[src/rtl/mem_arbiter_pkg.sv]
// Shared types for the two-port memory arbiter: arbitration state and port identifier.
package mem_arbiter_pkg;

    typedef enum logic [1:0] {
        IDLE = 2'd0,
        GNT0 = 2'd1,
        GNT1 = 2'd2
    } arb_state_t;

    typedef enum logic {
        PORT0 = 1'b0,
        PORT1 = 1'b1
    } port_id_t;

endpackage

[src/rtl/mem_arbiter.sv]
// Two-port arbiter in front of one single-port memory: round-robin between a core port and a
// debug/loader port, with a bounded locked burst mode for port 1 and one-cycle read return.
module mem_arbiter
    import mem_arbiter_pkg::*;
#(
    parameter int ADDR_W    = 32,
    parameter int DATA_W    = 32,
    parameter int MAX_BURST = 4
) (
    input  logic              clk,
    input  logic              reset,

    input  logic              p0_req,
    input  logic              p0_we,
    input  logic [ADDR_W-1:0] p0_addr,
    input  logic [DATA_W-1:0] p0_wdata,
    output logic              p0_gnt,
    output logic              p0_rvalid,
    output logic [DATA_W-1:0] p0_rdata,

    input  logic              p1_req,
    input  logic              p1_we,
    input  logic [ADDR_W-1:0] p1_addr,
    input  logic [DATA_W-1:0] p1_wdata,
    input  logic              p1_lock,
    output logic              p1_gnt,
    output logic              p1_rvalid,
    output logic [DATA_W-1:0] p1_rdata,

    output logic [ADDR_W-1:0] mem_a,
    output logic [DATA_W-1:0] mem_wd,
    output logic              mem_we,
    input  logic [DATA_W-1:0] mem_rd
);

    localparam int CNT_W = $clog2(MAX_BURST + 1);
    localparam logic [CNT_W-1:0] BURST_LIMIT = CNT_W'(MAX_BURST);

    arb_state_t       r_state;
    port_id_t         r_last_owner;
    logic [CNT_W-1:0] r_burst_cnt;
    logic             r_p0_rvalid;
    logic             r_p1_rvalid;
    logic [DATA_W-1:0] r_p0_rdata;
    logic [DATA_W-1:0] r_p1_rdata;

    arb_state_t w_next_state;
    logic       w_lock_hold;
    logic       w_p0_gnt;
    logic       w_p1_gnt;

    // Lock only extends a run that port 1 already owns in the immediately preceding cycle.
    always_comb begin
        w_next_state = IDLE;
        w_lock_hold  = (r_state == GNT1) && p1_lock && p1_req && (r_burst_cnt < BURST_LIMIT);
        if (!reset) begin
            w_next_state = IDLE;
        end else if (w_lock_hold) begin
            w_next_state = GNT1;
        end else if (p0_req && p1_req) begin
            w_next_state = (r_last_owner == PORT1) ? GNT0 : GNT1;
        end else if (p0_req) begin
            w_next_state = GNT0;
        end else if (p1_req) begin
            w_next_state = GNT1;
        end
    end

    assign w_p0_gnt = (w_next_state == GNT0);
    assign w_p1_gnt = (w_next_state == GNT1);
    assign p0_gnt   = w_p0_gnt;
    assign p1_gnt   = w_p1_gnt;

    always_comb begin
        mem_a  = '0;
        mem_wd = '0;
        mem_we = 1'b0;
        case (w_next_state)
            GNT0: begin
                mem_a  = p0_addr;
                mem_wd = p0_wdata;
                mem_we = p0_we;
            end
            GNT1: begin
                mem_a  = p1_addr;
                mem_wd = p1_wdata;
                mem_we = p1_we;
            end
            default: ;
        endcase
    end

    always_ff @(posedge clk or negedge reset) begin
        if (!reset) begin
            r_state      <= IDLE;
            r_last_owner <= PORT1;
            r_burst_cnt  <= '0;
        end else begin
            r_state <= w_next_state;
            case (w_next_state)
                GNT0: begin
                    r_last_owner <= PORT0;
                    r_burst_cnt  <= '0;
                end
                GNT1: begin
                    r_last_owner <= PORT1;
                    if (r_burst_cnt != BURST_LIMIT) begin
                        r_burst_cnt <= r_burst_cnt + 1'b1;
                    end
                end
                default: r_burst_cnt <= '0;
            endcase
        end
    end

    always_ff @(posedge clk or negedge reset) begin
        if (!reset) begin
            r_p0_rvalid <= 1'b0;
            r_p1_rvalid <= 1'b0;
            r_p0_rdata  <= '0;
            r_p1_rdata  <= '0;
        end else begin
            r_p0_rvalid <= w_p0_gnt && !p0_we;
            r_p1_rvalid <= w_p1_gnt && !p1_we;
            if (w_p0_gnt && !p0_we) begin
                r_p0_rdata <= mem_rd;
            end
            if (w_p1_gnt && !p1_we) begin
                r_p1_rdata <= mem_rd;
            end
        end
    end

    assign p0_rvalid = r_p0_rvalid;
    assign p1_rvalid = r_p1_rvalid;
    assign p0_rdata  = r_p0_rdata;
    assign p1_rdata  = r_p1_rdata;

endmodule

[config.mk]
export PLATFORM = sky130hd
export DESIGN_NAME = mem_arbiter
export DESIGN_NICKNAME = d
export VERILOG_FILES = /design/src/rtl/mem_arbiter_pkg.sv /design/src/rtl/mem_arbiter.sv
export SDC_FILE = /design/constraint.sdc
export NUM_CORES = 1
export LEC_CHECK = 0
export CAP_MARGIN = 20
export CORE_AREA = 10 10 118 120
export DETAILED_ROUTE_END_ITERATION = 7
export DIE_AREA = 0 0 128 130
export PLACE_DENSITY = 0.87
export SLEW_MARGIN = 10
export SYNTH_ARGS = -nofsm -noshare
export SYNTH_HDL_FRONTEND = slang
export SYNTH_SLANG_ARGS = --single-unit
[constraint.sdc]
create_clock -name clk -period 2.5 [get_ports clk]
set_input_delay 0.25 -clock clk [delete_from_list [all_inputs] [get_ports clk]]
set_output_delay 0.25 -clock clk [all_outputs]
set_load 0.01 [all_outputs]
==> results.yml, run 1 <==
floorplan:
  die_h_um: 130
  row_count: 40
  start_util_pct: 31.83
  core_area_um2: 11710
  ios: 300
  die_area_um2: 16640
  die_w_um: 128
drt:
  vias_per_cell: 5.003
  route.detailed.drc: 0
  drt-total-wl_um: 18330
  drt_iter0_drc: 226
  ant_nets: 0
  firstDrtPassIters: 4
  detail_route.wl_per_cell_um: 25.01
  vias: 3667
min_path:
  hold_path.class: "input port to async pin"
final_layout:
  area.growth.synth_to_final_pct: 101.6
  multi_input_area_um2: 1787
  post-route-util_pct: 64.18
  finalInstanceArea_um2: 7516
  final_layout_size_suffix_gt1_share_pct: 33.62
  nFillCells: 895
  final_nets: 753
  antennaDiodeCount: 0
  regArea_um2: 1803
logic_synthesis:
  synth.area.top_cells: "dfrtp_1 (48%), mux2_4 (23%), a22o_1 (15%)"
  yosys-top-cells-count: "dfrtp_1 (71), a22o_1 (64), mux2_4 (58)"
  synthCells: 254
  netlist_area_um2: 3727
  synthMuxAreaShare_pct: 25.44
  ys_warn_count: 0
  synth-xor-area-share_pct: 0
  synthSimpleGateAreaFrac_pct: 2.115
  yosys.cell_count.top_type: "dfrtp_1"
  ys_types: 30
  synth_edf_count: 0
  yosysSeqAreaShare_pct: 48.37
  synth_ff_type: "dfrtp_1"
  synthAdderAreaFrac_pct: 1.678
  synth_compound_area_share_pct: 17.02
  synth-seq-cells: 72
  ys_async_sr_fraction_pct: 100.0
  synth_top_family_by_area: "multiplexers"
  avgSynthCellArea_um2: 14.67
  syn_nets: 426
  synth_top_area_share_pct: 47.67
  yosys.area.top_type: "dfrtp_1"
clock_tree:
  clk_path_buf_depth: 2
  cts_root_buf: "clkbuf_16"
  clkTransAtPathRegs_ns: 0.06
  htreeDepth: 3
  cts.sinks: 72
  numCtsBuffers: 9
  clk-insertion-delay-late_ns: 0.33
  cts_tree: "built"
worst_setup_path:
  crit_required_ns: 2.25
  worstPathArrival_ns: 2.38
  crit_path_end_kind: "output pin"
  crit_start: "r_burst_cnt[2]"
  reg2reg_from: "r_burst_cnt[2]"
  cp_max_fo: 8
  start_kind: "flop"
  rrSetupSlack_ns: 0.29
  worstSetupPathType: "flop to output pin"
timing:
  min_period_ns: 2.628
  fin_tns_setup_ns: -3.129
  grt_setup_unrepaired: "yes"
  final-max-slew-violation-count: 0
  setup_slack_ns: -0.1283
  post-route-period-util_pct: 105.1
  finClkSkew_ns: 0.004881
  hold_violations: 0
  setup_viol: 63
  fmax_mhz: 380.5
  slew_headroom_pct: 40.39
  worstMarginPinSlew_ns: 0.8941
grt:
  grt_pass1_vias: 4044
  grtUsageTotal_pct: 20.43
  grt_max_degree: 72
  grt_pass1_wl_um: 26190
  antenna_found_initial: 0
  globalRouteOverflowTotal: 0
placed_design:
  placed_area_um2: 6969
  dp_hpwl_um: 14180
  preCtsSetupSlack_ns: -0.4351
  gp_congestion: 0.9833
  portBuffers: 299
outcome:
  violations: "setup timing"
  status: "complete, but fails checks"
power_and_ir_drop:
  powerDensity_nw_per_um2: 700.4
  p_leak_nw: 3.480
  peakVddDrop_uv: 577.3
  finalPower_w: 0.005264
job:
  cap_violations: 0
-- metrics by stage --
| stage | hold WS (ns) | instances |
|---|---|---|
| 2_1_floorplan | -0.04559 | 254 |
| 3_3_place_gp | 0.05298 | 696 |
| 3_5_place_dp | 0.05657 | 696 |
| 4_1_cts | 0.2318 | 724 |
| 5_1_grt | 0.2768 | 733 |
| 6_report | 0.1943 | 733 |
-- critical path, cell delays in order, from the launching register on --
cell and delay (ns):
dfrtp_1 0.38, and4bb_2 0.35, o211a_1 0.22, buf_6 0.13
ha_4 0.13, nor2b_4 0.19, buf_12 0.17, buf_12 0.13
a22o_1 0.18, buf_2 0.16
-- area by class of cell --
cell class / count / area share [%]
Inverter: 4 / 0.1998
Tap cell: 147 / 2.447
Sequential cell: 72 / 23.99
Clock buffer: 10 / 3.180
Multi-Input combinational cell: 156 / 23.77
Clock inverter: 6 / 1.298
Timing Repair Buffer: 338 / 45.11
-- cells in the final DEF, fill, tap and decap left out, types with 2 or more instances in the layout --
| master | synthesis | layout |
|---|---|---|
| ha_4 | 0 | 2 |
| ha_1 | 5 | 2 |
| buf_4 | 0 | 17 |
| buf_2 | 13 | 46 |
| mux2_4 | 58 | 58 |
| buf_16 | 0 | 5 |
| nor2b_4 | 1 | 3 |
| bufinv_16 | 0 | 2 |
| inv_6 | 0 | 3 |
| mux2_2 | 6 | 6 |
| dfrtp_1 | 71 | 71 |
| buf_6 | 5 | 20 |
| a22o_1 | 64 | 63 |
| clkdlybuf4s50_1 | 0 | 232 |
| inv_1 | 4 | 4 |
| buf_12 | 3 | 9 |
| clkbuf_16 | 0 | 14 |
-- kinds of logic after synthesis --
kind of cell,Yosys count
adders and majority gates,5
and+or+nand+nor,12
DFF,72
AOI/OAI and AO/OA,74
muxes,65
buffers and inverters,26
-- sequential cells by signal, summed over array words and instances (netlist names) --
| signal | cells |
|---|---|
| p1_rdata | 32 |
| p0_rvalid | 1 |
| r_last_owner | 1 |
| p1_rvalid | 1 |
| r_burst_cnt | 3 |
| p0_rdata | 32 |
| r_state | 2 |
-- repair_timing --
| action | in CTS | in global routing |
|---|---|---|
| endpoints found under the setup margin | 65 | 67 |
| pin swaps | 2 | 27 |
| cloned | 4 | 6 |
| hold buffers | 1 | 0 |
| buffers inserted | 7 | 3 |
| hold endpoints to repair | 1 | 0 |
| resized for setup | 236 | 64 |
-- worst paths after layout --
path | end | cells after the start
max in group asynchronous | p0_rdata[17] | 2
min in group clk | r_state[0] | 3
setup / recovery | mem_a[29] | 9
hold reg to reg | p0_rdata[1] | 1
hold / removal | r_burst_cnt[1] | 2
setup reg to reg | p0_rdata[16] | 9
-- report_power, final --
group	total (W)	leakage [nW]	switching (W)	internal (W)
clock	0.00145	0.166	0.000531	0.000919
sequential	0.00171	0.868	0.000201	0.00151
combinational	0.00211	2.45	0.000712	0.00140
-- routing by layer --
layer  vias up  track usage, %  share of wire, %
met4         0           5.563               1.6
met1      1801           22.77                35
li1       1636               -                 -
met5         -               0                 0
met2       208           36.41                53
met3        22           6.815                10
Power figures use the tool's default switching activity.
==> inputs of run 2 (changes only) <==
- GPL_TIMING_DRIVEN: not set -> 0
- PLACE_DENSITY: 0.87 -> 0.8
- RECOVER_POWER: not set -> 100
==> results.yml, run 2 (synthesis results as in run 1) <==
outcome:
  status: "complete, but fails checks"
  violations: "capacitance limit, slew limit, setup timing"
worst_setup_path:
  crit_path_end_kind: "output pin"
  start_kind: "flop"
  crit_required_ns: 2.25
  regToRegEndpoint: "p1_rdata[30]"
  r2r_cells: 7
  cp_max_fo: 10
  crit_start: "r_last_owner"
  worstSetupPathType: "flop to output pin"
  rrSetupSlack_ns: 0.14
  worstPathArrival_ns: 2.31
  reg2reg_from: "r_state[0]"
clock_tree:
  cts_root_buf: "clkbuf_16"
  clk-insertion-delay-late_ns: 0.32
  numCtsBuffers: 9
  cts_tree: "built"
  cts.sinks: 72
  clkTransAtPathRegs_ns: 0.06
  htreeDepth: 3
  clk_path_buf_depth: 2
drt:
  drt_iter0_drc: 238
  vias_per_cell: 4.940
  firstDrtPassIters: 4
  ant_nets: 0
  detail_route.wl_per_cell_um: 23.96
  vias: 3646
  drt-total-wl_um: 17690
  route.detailed.drc: 0
power_and_ir_drop:
  p_sw_w: 0.001358
  powerDensity_nw_per_um2: 662.4
  peakVddDrop_uv: 480.9
  p_int_w: 0.003437
  seqPwrFrac_pct: 35.3
  p_sw_share_pct: 28.33
  clkPwrFrac_pct: 26.4
  p_leak_nw: 3.308
  combPwrFrac_pct: 38.3
floorplan:
  die_area_um2: 16640
  die_h_um: 130
  row_count: 40
  ios: 300
  core_area_um2: 11710
  die_w_um: 128
  start_util_pct: 31.83
placed_design:
  portBuffers: 299
  place_inst: 701
  gp_congestion: 0.8826
  preCtsSetupSlack_ns: -0.7369
  dp_hpwl_um: 14050
grt:
  antenna_found_initial: 3
  grt_pass1_vias: 4092
  grtUsageTotal_pct: 20.30
  grt_max_degree: 66
  grt_pass1_wl_um: 25960
  globalRouteOverflowTotal: 0
final_layout:
  layout_common_cells: "clkdlybuf4s50_1 (166), dfrtp_1 (71), dlygate4sd3_1 (67)"
  fin_cells: 738
  final_layout_size_suffix_gt1_share_pct: 28.57
  layout.cells.most_common: "clkdlybuf4s50_1"
  final_nets: 756
  area.growth.synth_to_final_pct: 94.23
  post-route-util_pct: 61.82
timing:
  fin_tns_setup_ns: -0.7351
  final-max-slew-violation-count: 66
  fmax_mhz: 389.9
  worstMarginPinSlew_ns: 1.603
  setup_viol: 42
  slew_headroom_pct: -6.867
  setup_slack_ns: -0.06498
  post-route-period-util_pct: 102.6
  hold_violations: 0
  finClkSkew_ns: 0.008982
  min_period_ns: 2.565
  grt_setup_unrepaired: "yes"
min_path:
  hold_path.class: "input port to async pin"
job:
  cap_violations: 1
-- run 2: worst max path at each step --
stage	slack, ns	depth (start not counted)	end
CTS	-0.06	8	mem_wd[12]
global route	-0.12	8	mem_a[0]
detailed placement	-0.74	10	mem_a[31]
finish	-0.06	8	mem_a[0]
floorplan	0.37	7	mem_a[0]
global placement	-3.17	9	mem_wd[31]
-- run 2: per-layer routing --
layer	routed length [um]	global-route usage, %
met5	0	0
met1	6445	23.16
met2	9352	34.34
met3	1474	6.978
met4	412	7.815
-- run 2: power by group through the flow --
stage / logic, W / clock network [W] / registers (W)
after floorplan: 0.000647 / 0 / 0.00185
after global placement: 0.00201 / 0 / 0.00171
after detailed placement: 0.00205 / 0 / 0.00172
after CTS: 0.00211 / 0.00129 / 0.00171
after global routing: 0.00195 / 0.00134 / 0.00174
final: 0.00184 / 0.00127 / 0.00169
-- run 2: layout make-up --
class	instances	area (um2)
Clock buffer	12	246.5
Antenna cell	3	7.507
Multi-Input combinational cell	156	1707
Inverter	4	15.01
Clock inverter	3	42.54
Fill cell	955	4472
Sequential cell	72	1803
Buffer	22	234.0
Timing Repair Buffer	319	3000
Tap cell	147	183.9
-- run 2: metrics by stage --
stage                     power (W)  hold slack (ns)  cell area (um2)
final                      0.004795           0.1192             7239
after CTS                  0.005110         0.001997             7352
after floorplan            0.002498         -0.04559             3727
after global placement     0.003716           0.4895             6904
after global routing       0.005033           0.1129             7239
after detailed placement   0.003779          0.08001             6929
-- run 2: repair_timing --
item	in CTS	in global routing
hold buffers	2	0
pin swaps	11	4
cloned	6	0
setup buffers	11	0
resized for setup	337	13
endpoints found under the hold margin	6	0
setup endpoints to repair	65	65
-- run 2: critical path, cell delays in order, from the launching register on --
cell and delay (ns):
dfstp_2 0.56, nand2_2 0.07, o211a_4 0.29, ha_4 0.27, nor2b_4 0.18, buf_12 0.17, buf_8 0.14, a22o_1 0.16
buf_2 0.14
==> inputs of run 3 (changes only) <==
- SLEW_MARGIN: 10 -> 20
==> results.yml, run 3 (synthesis results as in run 1) <==
outcome:
  status: "complete, but fails checks"
  violations: "capacitance limit, slew limit, setup timing"
final_layout:
  area.growth.synth_to_final_pct: 105.6
  fin_cells: 751
  final_nets: 768
  regArea_um2: 1803
  layout.cells.most_common: "clkdlybuf4s50_1"
  final_layout_size_suffix_gt1_share_pct: 34.78
  multi_input_area_um2: 1807
  layout_common_cells: "clkdlybuf4s50_1 (232), dfrtp_1 (71), a22o_1 (62)"
  nFillCells: 879
grt:
  grt_max_degree: 38
  grt_pass1_vias: 4202
  grt_pass1_wl_um: 26080
  globalRouteOverflowTotal: 0
  antenna_found_initial: 3
  grtUsageTotal_pct: 20.28
worst_setup_path:
  crit_required_ns: 2.25
  reg2reg_from: "r_last_owner"
  crit_family: "buffers and inverters"
  crit_path_max_incr_delay_ns: 0.57
  worst_path_max_delay_cell: "dfstp_2"
  worst-path-buf-inv: 5
  start_kind: "flop"
  crit_top_cell: "buf_6"
  cp_cell_sequence: "nand2_2, o211a_4, ha_4, nor2b_4, buf_6, buf_6, buf_6, buf_6, a22o_1, buf_2"
  worstPathArrival_ns: 2.46
  worstSetupPathType: "flop to output pin"
  cp_max_fo: 5
  rrSetupSlack_ns: 0.41
  regToRegEndpoint: "p0_rdata[15]"
  crit_path_end_kind: "output pin"
  r2r_cells: 9
drt:
  firstDrtPassIters: 5
  vias: 3806
  drt_iter0_drc: 231
  ant_nets: 0
  route.detailed.drc: 0
  drt-total-wl_um: 18840
  detail_route.wl_per_cell_um: 25.08
  vias_per_cell: 5.068
power_and_ir_drop:
  p_sw_w: 0.001438
  powerDensity_nw_per_um2: 670.1
  clkPwrFrac_pct: 25.0
  combPwrFrac_pct: 41.6
  peakVddDrop_uv: 524.8
  p_sw_share_pct: 28.00
  seqPwrFrac_pct: 33.3
  p_int_w: 0.003697
  p_leak_nw: 3.526
min_path:
  whs_endpoint: "p0_rdata[2]"
  hold_depth: 1
  hold_path_startpoint: "p0_rdata[2]"
  hold_path.class: "flop to flop"
placed_design:
  portBuffers: 299
  place_inst: 701
  dp_hpwl_um: 14100
  gp_congestion: 0.8826
clock_tree:
  numCtsBuffers: 9
  clk_path_buf_depth: 2
  clk-insertion-delay-late_ns: 0.32
  cts.sinks: 72
  htreeDepth: 3
  cts_root_buf: "clkbuf_16"
  cts_tree: "built"
  clkTransAtPathRegs_ns: 0.06
timing:
  hold_violations: 0
  setup_viol: 63
  fmax_mhz: 368.9
  slew_headroom_pct: -34.37
  finClkSkew_ns: 0.008148
  worstMarginPinSlew_ns: 2.016
  final-max-slew-violation-count: 73
  grt_setup_unrepaired: "yes"
  min_period_ns: 2.711
  fin_tns_setup_ns: -7.837
  post-route-period-util_pct: 108.4
  setup_slack_ns: -0.2111
floorplan:
  start_util_pct: 31.83
  row_count: 40
  die_h_um: 130
  die_w_um: 128
  die_area_um2: 16640
  core_area_um2: 11710
  ios: 300
job:
  cap_violations: 2
## run 3: changes by cell type in the layout (fill, tap and decap cells not counted), moves of 4 or more
cell,delta
buf_12,+5
buf_6,+9
clkbuf_16,+6
clkbuf_4,-4
clkdlybuf4s50_1,+66
dlygate4sd3_1,-65
mux2_1,-25
mux2_4,+25
## run 3: cell type report
type / instances / share of cell area [%]
flip-flops and latches: 72 / 23.53
multi-input cells: 156 / 23.58
clock buffers: 10 / 2.988
clock inverters: 6 / 0.8818
inverters: 4 / 0.1960
diodes: 3 / 0.09798
well taps: 147 / 2.400
repair buffers: 334 / 42.83
plain buffers: 19 / 3.494
## run 3: how the worst max path moves through the flow
stage,start,end,slack [ns],cells after the start
3_3_place_gp,reset,mem_wd[31],-3.17,9
3_5_place_dp,reset,mem_a[31],-0.92,10
5_1_grt,r_last_owner,mem_wd[14],-0.27,10
6_report,r_last_owner,mem_wd[14],-0.21,10
4_1_cts,r_last_owner,mem_wd[12],-0.23,10
2_1_floorplan,r_burst_cnt[2],mem_a[0],0.37,7
## run 3: power by group through the flow
stage | logic [W] | registers (W) | clock network [W]
3_5_place_dp | 0.00205 | 0.00172 | 0
4_1_cts | 0.00211 | 0.00171 | 0.00131
5_1_grt | 0.00225 | 0.00176 | 0.00137
2_1_floorplan | 0.000647 | 0.00185 | 0
6_report | 0.00214 | 0.00171 | 0.00129
3_3_place_gp | 0.00201 | 0.00171 | 0
## run 3: per-layer routing
layer / part of all wire [%] / global-route usage [%] / vias to the layer above / wire [um]
li1: - / - / 1660 / -
met1: 36 / 22.75 / 1869 / 6720
met2: 51 / 34.82 / 238 / 9603
met3: 9.7 / 7.018 / 39 / 1833
met4: 3.6 / 7.616 / 0 / 678
met5: 0 / 0 / - / 0
## run 3: timing repair
action                                  4_1_cts  5_1_grt
hold buffers                                  5        0
resized for setup                           310       53
endpoints found under the hold margin        34        0
pin swaps                                    28       24
buffers inserted                             16        2
endpoints found under the setup margin       66       65
cloned                                        5        6
## run 3: stage by stage
| step | area (um2) | setup slack (ns) | util, % | hold slack, ns | total power, W |
|---|---|---|---|---|---|
| 6_report | 7662 | -0.2111 | 65.43 | 0.5066 | 0.005135 |
| 5_1_grt | 7662 | -0.2683 | 65.43 | 0.5241 | 0.005371 |
| 4_1_cts | 7422 | -0.2263 | 63.38 | 0.0002426 | 0.005128 |
| 3_5_place_dp | 6922 | -0.9154 | 59.10 | 0.2328 | 0.003776 |
| 3_3_place_gp | 6904 | -3.167 | 58.95 | 0.4895 | 0.003716 |
| 2_1_floorplan | 3727 | 0.3666 | - | -0.04559 | 0.002498 |
